--- config.mk ---
export PLATFORM = sky130hd
export DESIGN_NAME = rx_word_aligner_flat
export DESIGN_NICKNAME = d
export VERILOG_FILES = /design/src/rtl/rx_word_aligner_if.sv /design/src/rtl/rx_word_aligner.sv /design/src/flat_wrapper.sv
export SDC_FILE = /design/constraint.sdc
export NUM_CORES = 1
export LEC_CHECK = 0
export ABC_AREA = 0
export CELL_PAD_IN_SITES_DETAIL_PLACEMENT = 1
export CELL_PAD_IN_SITES_GLOBAL_PLACEMENT = 1
export CORE_ASPECT_RATIO = 1.4
export CORE_MARGIN = 3
export CORE_UTILIZATION = 43
export DETAILED_ROUTE_END_ITERATION = 10
export PLACE_DENSITY = 0.87
export SYNTH_ARGS = -nofsm -noshare
export SYNTH_HDL_FRONTEND = slang
export SYNTH_SLANG_ARGS = --single-unit
--- constraint.sdc ---
create_clock -name usrclk_i -period 5.7 [get_ports usrclk_i]
set_clock_uncertainty 0.1 [all_clocks]
set_input_delay 0.57 -clock usrclk_i [delete_from_list [all_inputs] [get_ports usrclk_i]]
set_output_delay 0.57 -clock usrclk_i [all_outputs]
set_load 0.01 [all_outputs]
--- src/rtl/rx_word_aligner_if.sv ---
// rtl/rx_word_aligner_if.sv - stream and status bundle for rx_word_aligner
//
// Purpose: groups the raw GT-side inputs, the realign request, the aligned
// outputs and the statistics outputs of rx_word_aligner into one bundle.
// Signals:
//   realign_i        realignment request (acted on at its rising edge)
//   rx_data_i[15:0]  raw received data
//   rx_k_i[1:0]      raw K flags (bit 1 -> [15:8], bit 0 -> [7:0])
//   rx_data_o[15:0]  aligned data
//   rx_k_o[1:0]      aligned K flags
//   aligned_o        high while locked
//   byte_swap_o      1 when the byte-swap path is selected
//   realign_cnt_o    lock-loss counter (0 unless stats are built)
//   comma_err_cnt_o  wrong-lane comma counter (0 unless stats are built)
// Modports: master drives the raw side, slave is the aligner.
interface rx_word_aligner_if;
  logic        realign_i;
  logic [15:0] rx_data_i;
  logic [1:0]  rx_k_i;
  logic [15:0] rx_data_o;
  logic [1:0]  rx_k_o;
  logic        aligned_o;
  logic        byte_swap_o;
  logic [15:0] realign_cnt_o;
  logic [15:0] comma_err_cnt_o;

  modport master (
    output realign_i, rx_data_i, rx_k_i,
    input  rx_data_o, rx_k_o, aligned_o, byte_swap_o, realign_cnt_o, comma_err_cnt_o
  );

  modport slave (
    input  realign_i, rx_data_i, rx_k_i,
    output rx_data_o, rx_k_o, aligned_o, byte_swap_o, realign_cnt_o, comma_err_cnt_o
  );
endinterface

--- src/rtl/rx_word_aligner.sv ---
// rtl/rx_word_aligner.sv - 16-bit receive word aligner with comma lock FSM
//
// Purpose: locks onto the lane position of the IDLE comma in a 2-byte
// 8b/10b-decoded stream and byte-swaps the stream when the comma arrives in
// the low byte. The output is word aligned with a constant 2-cycle latency;
// aligned_o qualifies it while the FSM is LOCKED.
// Ports:
//   usrclk_i  user clock, the only clock
//   rst_i     asynchronous active-high reset
//   bus       rx_word_aligner_if.slave (raw in, aligned out, status)
// Optional feature: define RX_WORD_ALIGNER_STATS_EN to build the saturating
// lock-loss and wrong-lane comma counters; otherwise those ports read 0.
module rx_word_aligner #(
  parameter logic [15:0] g_IDLE         = 16'hbc95,
  parameter int          g_ACQUIRE_CNT  = 3,
  parameter int          g_LOSS_CNT     = 4,
  parameter int          g_IDLE_TIMEOUT = 1024
) (
  input  logic            usrclk_i,
  input  logic            rst_i,
  rx_word_aligner_if.slave bus
);

  localparam logic [1:0] S_HUNT   = 2'd0;
  localparam logic [1:0] S_VERIFY = 2'd1;
  localparam logic [1:0] S_LOCKED = 2'd2;

  localparam logic [7:0]  ACQ_LAST  = 8'(g_ACQUIRE_CNT - 1);
  localparam logic [7:0]  LOSS_LAST = 8'(g_LOSS_CNT - 1);
  localparam logic [15:0] TMO_LAST  = 16'(g_IDLE_TIMEOUT - 1);
  localparam logic [1:0]  LOCK_FROM_HUNT = (g_ACQUIRE_CNT == 1) ? S_LOCKED : S_VERIFY;

  logic [1:0]  state;
  logic        swap;
  logic [7:0]  acq;
  logic [7:0]  loss;
  logic [15:0] tmo;
  logic [15:0] d1;
  logic [1:0]  k1;
  logic [15:0] out_d;
  logic [1:0]  out_k;
  logic        rq1;
  logic        rq2;

  logic lane1_comma;
  logic lane0_comma;
  logic good_comma;
  logic bad_comma;
  logic realign_edge;
  logic loss_hit;
  logic tmo_hit;

  assign lane1_comma = (bus.rx_k_i == 2'b10) && (bus.rx_data_i == g_IDLE);
  assign lane0_comma = (bus.rx_k_i == 2'b01) && (bus.rx_data_i[7:0] == g_IDLE[15:8]);
  assign good_comma  = swap ? lane0_comma : lane1_comma;
  assign bad_comma   = swap ? lane1_comma : lane0_comma;

  // Edge detect works on the registered request, so the action lands one
  // cycle after the request is first sampled.
  assign realign_edge = rq1 & ~rq2;

  assign loss_hit = bad_comma && (loss == LOSS_LAST);
  // Timeout counts every locked cycle that lacks a correct-lane comma.
  assign tmo_hit  = !good_comma && (tmo == TMO_LAST);

  always_ff @(posedge usrclk_i or posedge rst_i) begin
    if (rst_i) begin
      d1    <= '0;
      k1    <= '0;
      out_d <= '0;
      out_k <= '0;
    end else begin
      d1 <= bus.rx_data_i;
      k1 <= bus.rx_k_i;
      // Swap path takes the low byte of the previous word and the high byte
      // of the current one, so both paths see the same 2-cycle latency.
      if (swap) begin
        out_d <= {d1[7:0], bus.rx_data_i[15:8]};
        out_k <= {k1[0], bus.rx_k_i[1]};
      end else begin
        out_d <= d1;
        out_k <= k1;
      end
    end
  end

  always_ff @(posedge usrclk_i or posedge rst_i) begin
    if (rst_i) begin
      state <= S_HUNT;
      swap  <= 1'b0;
      acq   <= '0;
      loss  <= '0;
      tmo   <= '0;
      rq1   <= 1'b0;
      rq2   <= 1'b0;
    end else begin
      rq1 <= bus.realign_i;
      rq2 <= rq1;
      if (realign_edge) begin
        state <= S_HUNT;
        acq   <= '0;
        loss  <= '0;
        tmo   <= '0;
      end else begin
        case (state)
          S_HUNT: begin
            if (lane1_comma || lane0_comma) begin
              swap  <= lane0_comma;
              acq   <= 8'd1;
              loss  <= '0;
              tmo   <= '0;
              state <= LOCK_FROM_HUNT;
            end
          end
          S_VERIFY: begin
            if (good_comma) begin
              if (acq == ACQ_LAST) begin
                state <= S_LOCKED;
                loss  <= '0;
                tmo   <= '0;
              end else begin
                acq <= acq + 8'd1;
              end
            end else if (bad_comma) begin
              swap <= ~swap;
              acq  <= 8'd1;
            end
          end
          S_LOCKED: begin
            if (loss_hit || tmo_hit) begin
              state <= S_HUNT;
              acq   <= '0;
              loss  <= '0;
              tmo   <= '0;
            end else if (good_comma) begin
              loss <= '0;
              tmo  <= '0;
            end else begin
              if (bad_comma) loss <= loss + 8'd1;
              tmo <= tmo + 16'd1;
            end
          end
          default: begin
            state <= S_HUNT;
            acq   <= '0;
            loss  <= '0;
            tmo   <= '0;
          end
        endcase
      end
    end
  end

  assign bus.rx_data_o   = out_d;
  assign bus.rx_k_o      = out_k;
  assign bus.aligned_o   = (state == S_LOCKED);
  assign bus.byte_swap_o = swap;

`ifdef RX_WORD_ALIGNER_STATS_EN
  logic [15:0] realign_cnt;
  logic [15:0] comma_err_cnt;
  logic        lock_drop;
  logic        err_seen;

  // Any exit from LOCKED, including a realign request, is one lock loss.
  assign lock_drop = (state == S_LOCKED) && (realign_edge || loss_hit || tmo_hit);
  assign err_seen  = (state == S_LOCKED) && bad_comma && !realign_edge;

  always_ff @(posedge usrclk_i or posedge rst_i) begin
    if (rst_i) begin
      realign_cnt   <= '0;
      comma_err_cnt <= '0;
    end else begin
      if (lock_drop && (realign_cnt != 16'hffff))
        realign_cnt <= realign_cnt + 16'd1;
      if (err_seen && (comma_err_cnt != 16'hffff))
        comma_err_cnt <= comma_err_cnt + 16'd1;
    end
  end

  assign bus.realign_cnt_o   = realign_cnt;
  assign bus.comma_err_cnt_o = comma_err_cnt;
`else
  assign bus.realign_cnt_o   = 16'd0;
  assign bus.comma_err_cnt_o = 16'd0;
`endif

endmodule

--- src/flat_wrapper.sv ---
// flat-port wrapper written by rule: the top's interface ports become plain ports
module rx_word_aligner_flat 
#(
  parameter logic [15:0] g_IDLE         = 16'hbc95,
  parameter int          g_ACQUIRE_CNT  = 3,
  parameter int          g_LOSS_CNT     = 4,
  parameter int          g_IDLE_TIMEOUT = 1024
)
  (usrclk_i, rst_i, bus_realign_i, bus_rx_data_i, bus_rx_k_i, bus_rx_data_o, bus_rx_k_o, bus_aligned_o, bus_byte_swap_o, bus_realign_cnt_o, bus_comma_err_cnt_o);
  rx_word_aligner_if bus_i ();
  input  logic usrclk_i;
  input  logic rst_i;
  input wire logic [$bits(bus_i.realign_i)-1:0] bus_realign_i;
  input wire logic [$bits(bus_i.rx_data_i)-1:0] bus_rx_data_i;
  input wire logic [$bits(bus_i.rx_k_i)-1:0] bus_rx_k_i;
  output wire logic [$bits(bus_i.rx_data_o)-1:0] bus_rx_data_o;
  output wire logic [$bits(bus_i.rx_k_o)-1:0] bus_rx_k_o;
  output wire logic [$bits(bus_i.aligned_o)-1:0] bus_aligned_o;
  output wire logic [$bits(bus_i.byte_swap_o)-1:0] bus_byte_swap_o;
  output wire logic [$bits(bus_i.realign_cnt_o)-1:0] bus_realign_cnt_o;
  output wire logic [$bits(bus_i.comma_err_cnt_o)-1:0] bus_comma_err_cnt_o;
  assign bus_i.realign_i = bus_realign_i;
  assign bus_i.rx_data_i = bus_rx_data_i;
  assign bus_i.rx_k_i = bus_rx_k_i;
  assign bus_rx_data_o = bus_i.rx_data_o;
  assign bus_rx_k_o = bus_i.rx_k_o;
  assign bus_aligned_o = bus_i.aligned_o;
  assign bus_byte_swap_o = bus_i.byte_swap_o;
  assign bus_realign_cnt_o = bus_i.realign_cnt_o;
  assign bus_comma_err_cnt_o = bus_i.comma_err_cnt_o;
  rx_word_aligner #(.g_IDLE(g_IDLE), .g_ACQUIRE_CNT(g_ACQUIRE_CNT), .g_LOSS_CNT(g_LOSS_CNT), .g_IDLE_TIMEOUT(g_IDLE_TIMEOUT)) u_core (.usrclk_i(usrclk_i), .rst_i(rst_i), .bus(bus_i));
endmodule
* After elaboration in Yosys (flattened, before gate mapping)
Index checks and enable logic that the tools add are counted.
** Word-level totals
- Output and inout bits :: 52
- Bits in registers :: 73
- Input bits :: 21
- Word-level logic and storage cells :: 87
** Operators by class
- Add/sub/neg operators :: 3
- Reductions and logical operators :: 14
- Equality and inequality tests :: 19
- Bitwise logic cells :: 4
- Muxes and demuxes :: 36
** Operators by type and width (number)
- 16-bit two-way mux :: 7
- 8-bit two-way mux :: 13
- 16-bit case mux with 3 select lines :: 1
- 8-bit case mux with 3 select lines :: 2
- 16-bit by 1-bit adder with 16-bit output (second input constant) :: 1
- 8-bit by 1-bit adder with 8-bit output (second input constant) :: 2
- 16-bit by 10-bit == test with 1-bit output (second input constant) :: 1
- 16-bit == test (second input constant) :: 1
- 8-bit by 2-bit == test with 1-bit output (second input constant) :: 2
- 2-bit two-way mux :: 6
- 3-bit by 1-bit != test with 1-bit output (second input constant) :: 4
- 4-bit AND reduction :: 3
- 8-bit == test (second input constant) :: 1
- 2-bit case mux with 3 select lines :: 1
- 1-bit two-way mux :: 5
- 5-bit by 1-bit != test with 1-bit output (second input constant) :: 1
- 5-bit AND reduction :: 1
- 2-bit by 1-bit == test with 1-bit output (second input constant) :: 2
- 2-bit == test (second input constant) :: 2
- 1-bit logical AND :: 4
- 2-bit by 1-bit != test with 1-bit output (second input constant) :: 2
- 4-bit by 1-bit != test with 1-bit output (second input constant) :: 1
- 4-bit != test (second input constant) :: 1
- 1-bit inverter :: 3
- other kinds (8) :: 9

* Depth between registers and ports, before layout
- Word-level depth :: 9
- Mapped depth :: 10
- Gate-level depth less buffers :: 8

* Least setup slack after synthesis
OpenSTA, ideal clock, no wires.
- Path kind :: in2reg
- Start :: input bus_rx_data_i[9]
- End :: register u_core.loss[1]
- Data arrival time :: 2.325 ns
- Cell stages on the path :: 7
- Setup time :: 0.125 ns
- Path buffers :: 1
- Path slack :: 3.150 ns
- Cell sequence :: or4b_1 > nor4_4 > o211ai_1 > o211a_1 > buf_6 > a21oi_4 > mux2_4
** On the way
- Longest elaborated chain between the ends :: 9
- Elaborated cells on any way between the ends :: 17
** RTL lines
- from (decl) :: RTL line flat_wrapper.sv:14 : input wire logic [$bits(bus_i.rx_data_i)-1:0] bus_rx_data_i;
- 16-bit == test * :: RTL line rx_word_aligner.sv:53 : assign lane1_comma = (bus.rx_k_i == 2'b10) && (bus.rx_data_i == g_IDLE);
- 1-bit logical AND * :: RTL line rx_word_aligner.sv:53
- 1-bit two-way mux :: RTL line rx_word_aligner.sv:55 : assign good_comma = swap ? lane0_comma : lane1_comma;
- 1-bit zero test :: RTL line rx_word_aligner.sv:64 : assign tmo_hit = !good_comma && (tmo == TMO_LAST);
- 1-bit logical AND :: RTL line rx_word_aligner.sv:64
- 1-bit logical OR :: RTL line rx_word_aligner.sv:130 : if (loss_hit || tmo_hit) begin
- 8-bit two-way mux :: RTL line rx_word_aligner.sv:130
- 8-bit case mux with 3 select lines :: RTL line rx_word_aligner.sv:105 : case (state)
- 8-bit two-way mux :: RTL line rx_word_aligner.sv:99 : if (realign_edge) begin
- to (signal assigned) :: RTL line rx_word_aligner.sv:139 : if (bad_comma) loss <= loss + 8'd1;
- to (decl) :: RTL line rx_word_aligner.sv:36 : logic [7:0] loss;
Mark *: on every way between the ends. The rest lies on a longest branch, timed or not.
A chain may end at the register's enable or synchronous reset.

* Worst setup path in the final report
- Start :: register u_core.swap (netlist: u_core.bus.byte_swap_o)
- End :: register u_core.loss[2]
** On the way
- Longest elaborated chain between the ends :: 7
- Elaborated cells on any way between the ends :: 13
** RTL lines
- from (decl) :: RTL line rx_word_aligner.sv:34 : logic swap;
- from (signal assigned) :: RTL line rx_word_aligner.sv:108 : swap <= lane0_comma;
- from (signal assigned) :: RTL line rx_word_aligner.sv:125 : swap <= ~swap;
- 1-bit two-way mux :: RTL line rx_word_aligner.sv:55
- 1-bit zero test :: RTL line rx_word_aligner.sv:64
- 1-bit logical AND :: RTL line rx_word_aligner.sv:64
- 1-bit logical OR :: RTL line rx_word_aligner.sv:130
- 8-bit two-way mux :: RTL line rx_word_aligner.sv:130
- 8-bit case mux with 3 select lines :: RTL line rx_word_aligner.sv:105
- 8-bit two-way mux :: RTL line rx_word_aligner.sv:99
Several ways; a longest one is shown, not always the timed one.

==> run summary <==
For the maximum clock path buffer count, the log shows 2. For the standard-cell row count, the log shows 39. During I/O placement, the number of pins put on the boundary was 73. Setup repair after global routing left no endpoint under its margin. Sorting the synthesized cells by area gives the leading types as sky130_fd_sc_hd__dfrtp_1, sky130_fd_sc_hd__buf_4, sky130_fd_sc_hd__mux2_2. The total core area was 0.00825 mm². During synthesis, Yosys emitted a total of 0 warnings. The share of the clock period used by the worst path after layout is 0.580, and the overall fraction of global-route tracks in use is 0.198. The root cell of the clock tree was sky130_fd_sc_hd__clkbuf_16. The critical register-to-register path startpoint was u_core.bus.byte_swap_o.

The max-slew violation total from the final report is 0. The final layout contains 408 nets. The tools report the capture instance of the worst register-to-register path as u_core.loss[2]. The flow ran to the end, and the final reports show no timing, DRC or antenna violations. The worst setup path is captured at a flop. The power per unit of standard cell area was 337 mW/mm²; the slew at the pin closest to its max-slew limit was 0.994 ns. The maximum resistive drop on vdd came out at 0.000185 V. The wire-length estimate of the detail-placed layout is 6190 µm. Entering global routing, the biggest net connects 74 pins. The vertical die dimension is 115 µm, and the antenna diode count is 0.

Yosys mapped a number of flops with a built-in enable equal to 0. The effective utilization at floorplan came out at 0.444. Clock tree synthesis found a total of 73 sinks. In this run the most critical hold path is launched from u_core.rq1. Clock latency on the worst-skew pair, taken at its later pin, is 0.33 ns. In the synthesized netlist the dominant register cell turns out to be sky130_fd_sc_hd__dfrtp_1. Clock-pin slew was measured on the worst setup and hold paths at 0.06 ns. Fill cells in the final layout number 878. TritonCTS built the clock tree. In the post-route analysis, the smallest setup slack over all paths is 2.39 ns. The end point of the most critical hold path was u_core.rq2.

By area, the combinational part of the netlist is dominated by simple AND/OR/NAND/NOR gates. The first-pass iteration count of the detailed router was 4; the pre-CTS worst setup slack was 2.16 ns. In this run the worst path has a maximum fanout of 25. The average wire per cell in the routed design is 18.7 µm, and the number of levels the H-tree was split into is 3. The total detailed-routing wirelength is 9180 µm.

The logs give 0 for the hold violation total from the final report and 0.809 for the final weighted congestion in routability-driven placement. For the final-layout worst hold slack, the log shows 0.285 ns. In this run the worst hold path is classified as reg -> reg. The fraction of layout instances using a drive strength above 1 came out at 0.126.

After global routing the overflow that remains totals 0. The final standard cell utilization of the core was 0.531. For the post-cts hold buffer count, the log shows 0.

The worst register-to-register path has a depth of 6. The cell taking the most area after synthesis is sky130_fd_sc_hd__dfrtp_1. Gates resized during post-CTS repair numbered 0. For this block, the via count after detailed routing is 2745.

Setup violations remaining at the end of the flow were counted as 0. Setup total negative slack on the finished layout was measured at 0 ns. Counting flops and latches in the post-synthesis netlist gives 73. The die extent in x is 84.0 µm, and the number of instances on the worst hold path is 0. The initial antenna violation count was 0. Sorting the synthesized cells by how often they occur yields sky130_fd_sc_hd__dfrtp_1, sky130_fd_sc_hd__buf_4, sky130_fd_sc_hd__nor2_1. In this run the post-CTS setup repair buffer count came out at 0. Simple-gate portion of the synthesized area: 0.167.

The complex-gate fraction of the synthesized area was 0.143. The floorplan step defined a die boundary enclosing 0.00968 mm². The number of global-route vias before repair is 3007, and the number of library cell types mapped by synthesis is 62. In the routed design, unresolved DRC markers number 0. The logs give 0.337 for the worst-case headroom to the max-slew limit and 3.45 ns for the arrival time of the worst setup path. The design draws 1.47 mW. The post-synthesis instance area was 0.00366 mm²; the average footprint of a synthesized cell was 10.7 µm². The first global-routing pass estimated 15000 µm of wire.

The highest clock rate came out at 302 MHz. The run gives 2.39 ns as the reg-to-reg setup timing slack. In this run, the number of DRC markers left after iteration 0 of detailed routing was 159. The count of antenna-violating nets left after detailed routing is 0. In the routed layout, each cell is associated on average with a via count of 5.60. The proportion of synthesized flip-flops having asynchronous set or reset came out at 1.00.

The sequential-to-total area share from yosys stat is 0.498, and the total of buffers placed on input and output ports is 40. The xor/xnor share of the synthesized area came out at 0. Area share of the largest cell type after synthesis: 0.498. The tools report the number of CTS-inserted buffers as 9. Most common cell in the netlist: sky130_fd_sc_hd__dfrtp_1. The area of all sequential standard cells came out at 0.00183 mm². The clock period could shrink to 3.31 ns. The worst setup path is launched from a flop.

The tools report the gate count of the mapped netlist as 341. Summing all multi-input logic gate instances after layout gives 0.00160 mm². The synthesis-to-finish area growth was 19.5%; the max-cap violation count was 0. The critical path is of the reg -> reg type.

STA puts the critical path data required time at 5.84 ns. The reported leakage power was 1.96 nW. The post-synthesis share of cell area spent on full adders, half adders and majority gates works out to 0.0137.

The multiplexer share of the synthesized area is 0.0789.
==> report_power, final <==
group          switching, mW  internal, mW  leakage [nW]  total (mW)
registers             0.0441         0.565         0.886       0.609
clock network          0.212         0.428         0.164       0.639
logic                  0.126         0.100         0.907       0.227
==> layout make-up <==
class	instances	area share
inverters	18	0.0154
repair buffers	43	0.0965
flip-flops and latches	73	0.417
multi-input cells	238	0.365
clock inverters	5	0.0237
well taps	102	0.0291
clock buffers	11	0.0531
==> logic make-up (layout without fill, tap and decap cells) <==
kind of cell               after synthesis  after routing
and+or+nand+nor                        106            106
DFF                                     73             73
AOI/OAI and AO/OA                       70             70
buffers and inverters                   61             77
muxes                                   26             26
adders and majority gates                4              4
other                                    1             32
==> worst max-delay path, stage by stage (launching register included) <==
cell and delay, ns:
sky130_fd_sc_hd__dfrtp_1 0.96, sky130_fd_sc_hd__and4b_1 0.29, sky130_fd_sc_hd__a211o_1 0.34, sky130_fd_sc_hd__a21oi_2 0.78
sky130_fd_sc_hd__buf_4 0.31, sky130_fd_sc_hd__nand2_1 0.19, sky130_fd_sc_hd__o221ai_1 0.22
==> state kept, by name, indices dropped and copies added (netlist names) <==
register	flops
u_core.bus.rx_k_o	2
u_core.tmo	16
u_core.bus.rx_data_o	16
u_core.state	2
u_core.loss	8
u_core.d1	16
u_core.rq2	1
u_core.rq1	1
u_core.k1	2
u_core.acq	8
u_core.bus.byte_swap_o	1
==> cell usage in the layout, fill, tap and decap left out, types with 7 or more instances in the layout <==
| cell type | instances |
|---|---|
| sky130_fd_sc_hd__clkdlybuf4s50_1 | 40 |
| sky130_fd_sc_hd__clkbuf_16 | 9 |
| sky130_fd_sc_hd__o21ai_0 | 7 |
| sky130_fd_sc_hd__conb_1 | 32 |
| sky130_fd_sc_hd__inv_1 | 17 |
| sky130_fd_sc_hd__a21oi_1 | 9 |
| sky130_fd_sc_hd__mux2_2 | 18 |
| sky130_fd_sc_hd__nand2_1 | 18 |
| sky130_fd_sc_hd__nand3_1 | 19 |
| sky130_fd_sc_hd__nor2_1 | 20 |
| sky130_fd_sc_hd__a31oi_1 | 13 |
| sky130_fd_sc_hd__nand4_1 | 7 |
| sky130_fd_sc_hd__dfrtp_1 | 73 |
| sky130_fd_sc_hd__and3_1 | 9 |
==> metal layers <==
layer  global-route usage  wire (µm)
met1                0.213       3570
met5                    0          0
met2                0.363       4960
met3               0.0487        389
met4               0.0901        258
==> per-stage QoR <==
| step | cell area (µm²) | cells |
|---|---|---|
| 2_1_floorplan | 3780 | 372 |
| 6_report | 4380 | 490 |
| 5_1_grt | 4380 | 490 |
| 3_5_place_dp | 4040 | 474 |
| 3_3_place_gp | 4040 | 474 |
| 4_1_cts | 4380 | 490 |
==> worst max path at each step <==
stage                                      start        endpoint  slack, ns  cells past startpoint
final                     u_core.bus.byte_swap_o  u_core.loss[2]       2.39                      6
after global routing      u_core.bus.byte_swap_o  u_core.loss[2]       2.10                      6
after CTS                 u_core.bus.byte_swap_o  u_core.loss[7]       2.36                      6
after detailed placement       bus_rx_data_i[14]  u_core.loss[7]       2.16                      8
after global placement         bus_rx_data_i[14]  u_core.loss[4]       2.30                      8
after floorplan                 bus_rx_data_i[9]  u_core.loss[1]       3.15                      7
No activity file was read; power rests on OpenSTA's default activity.
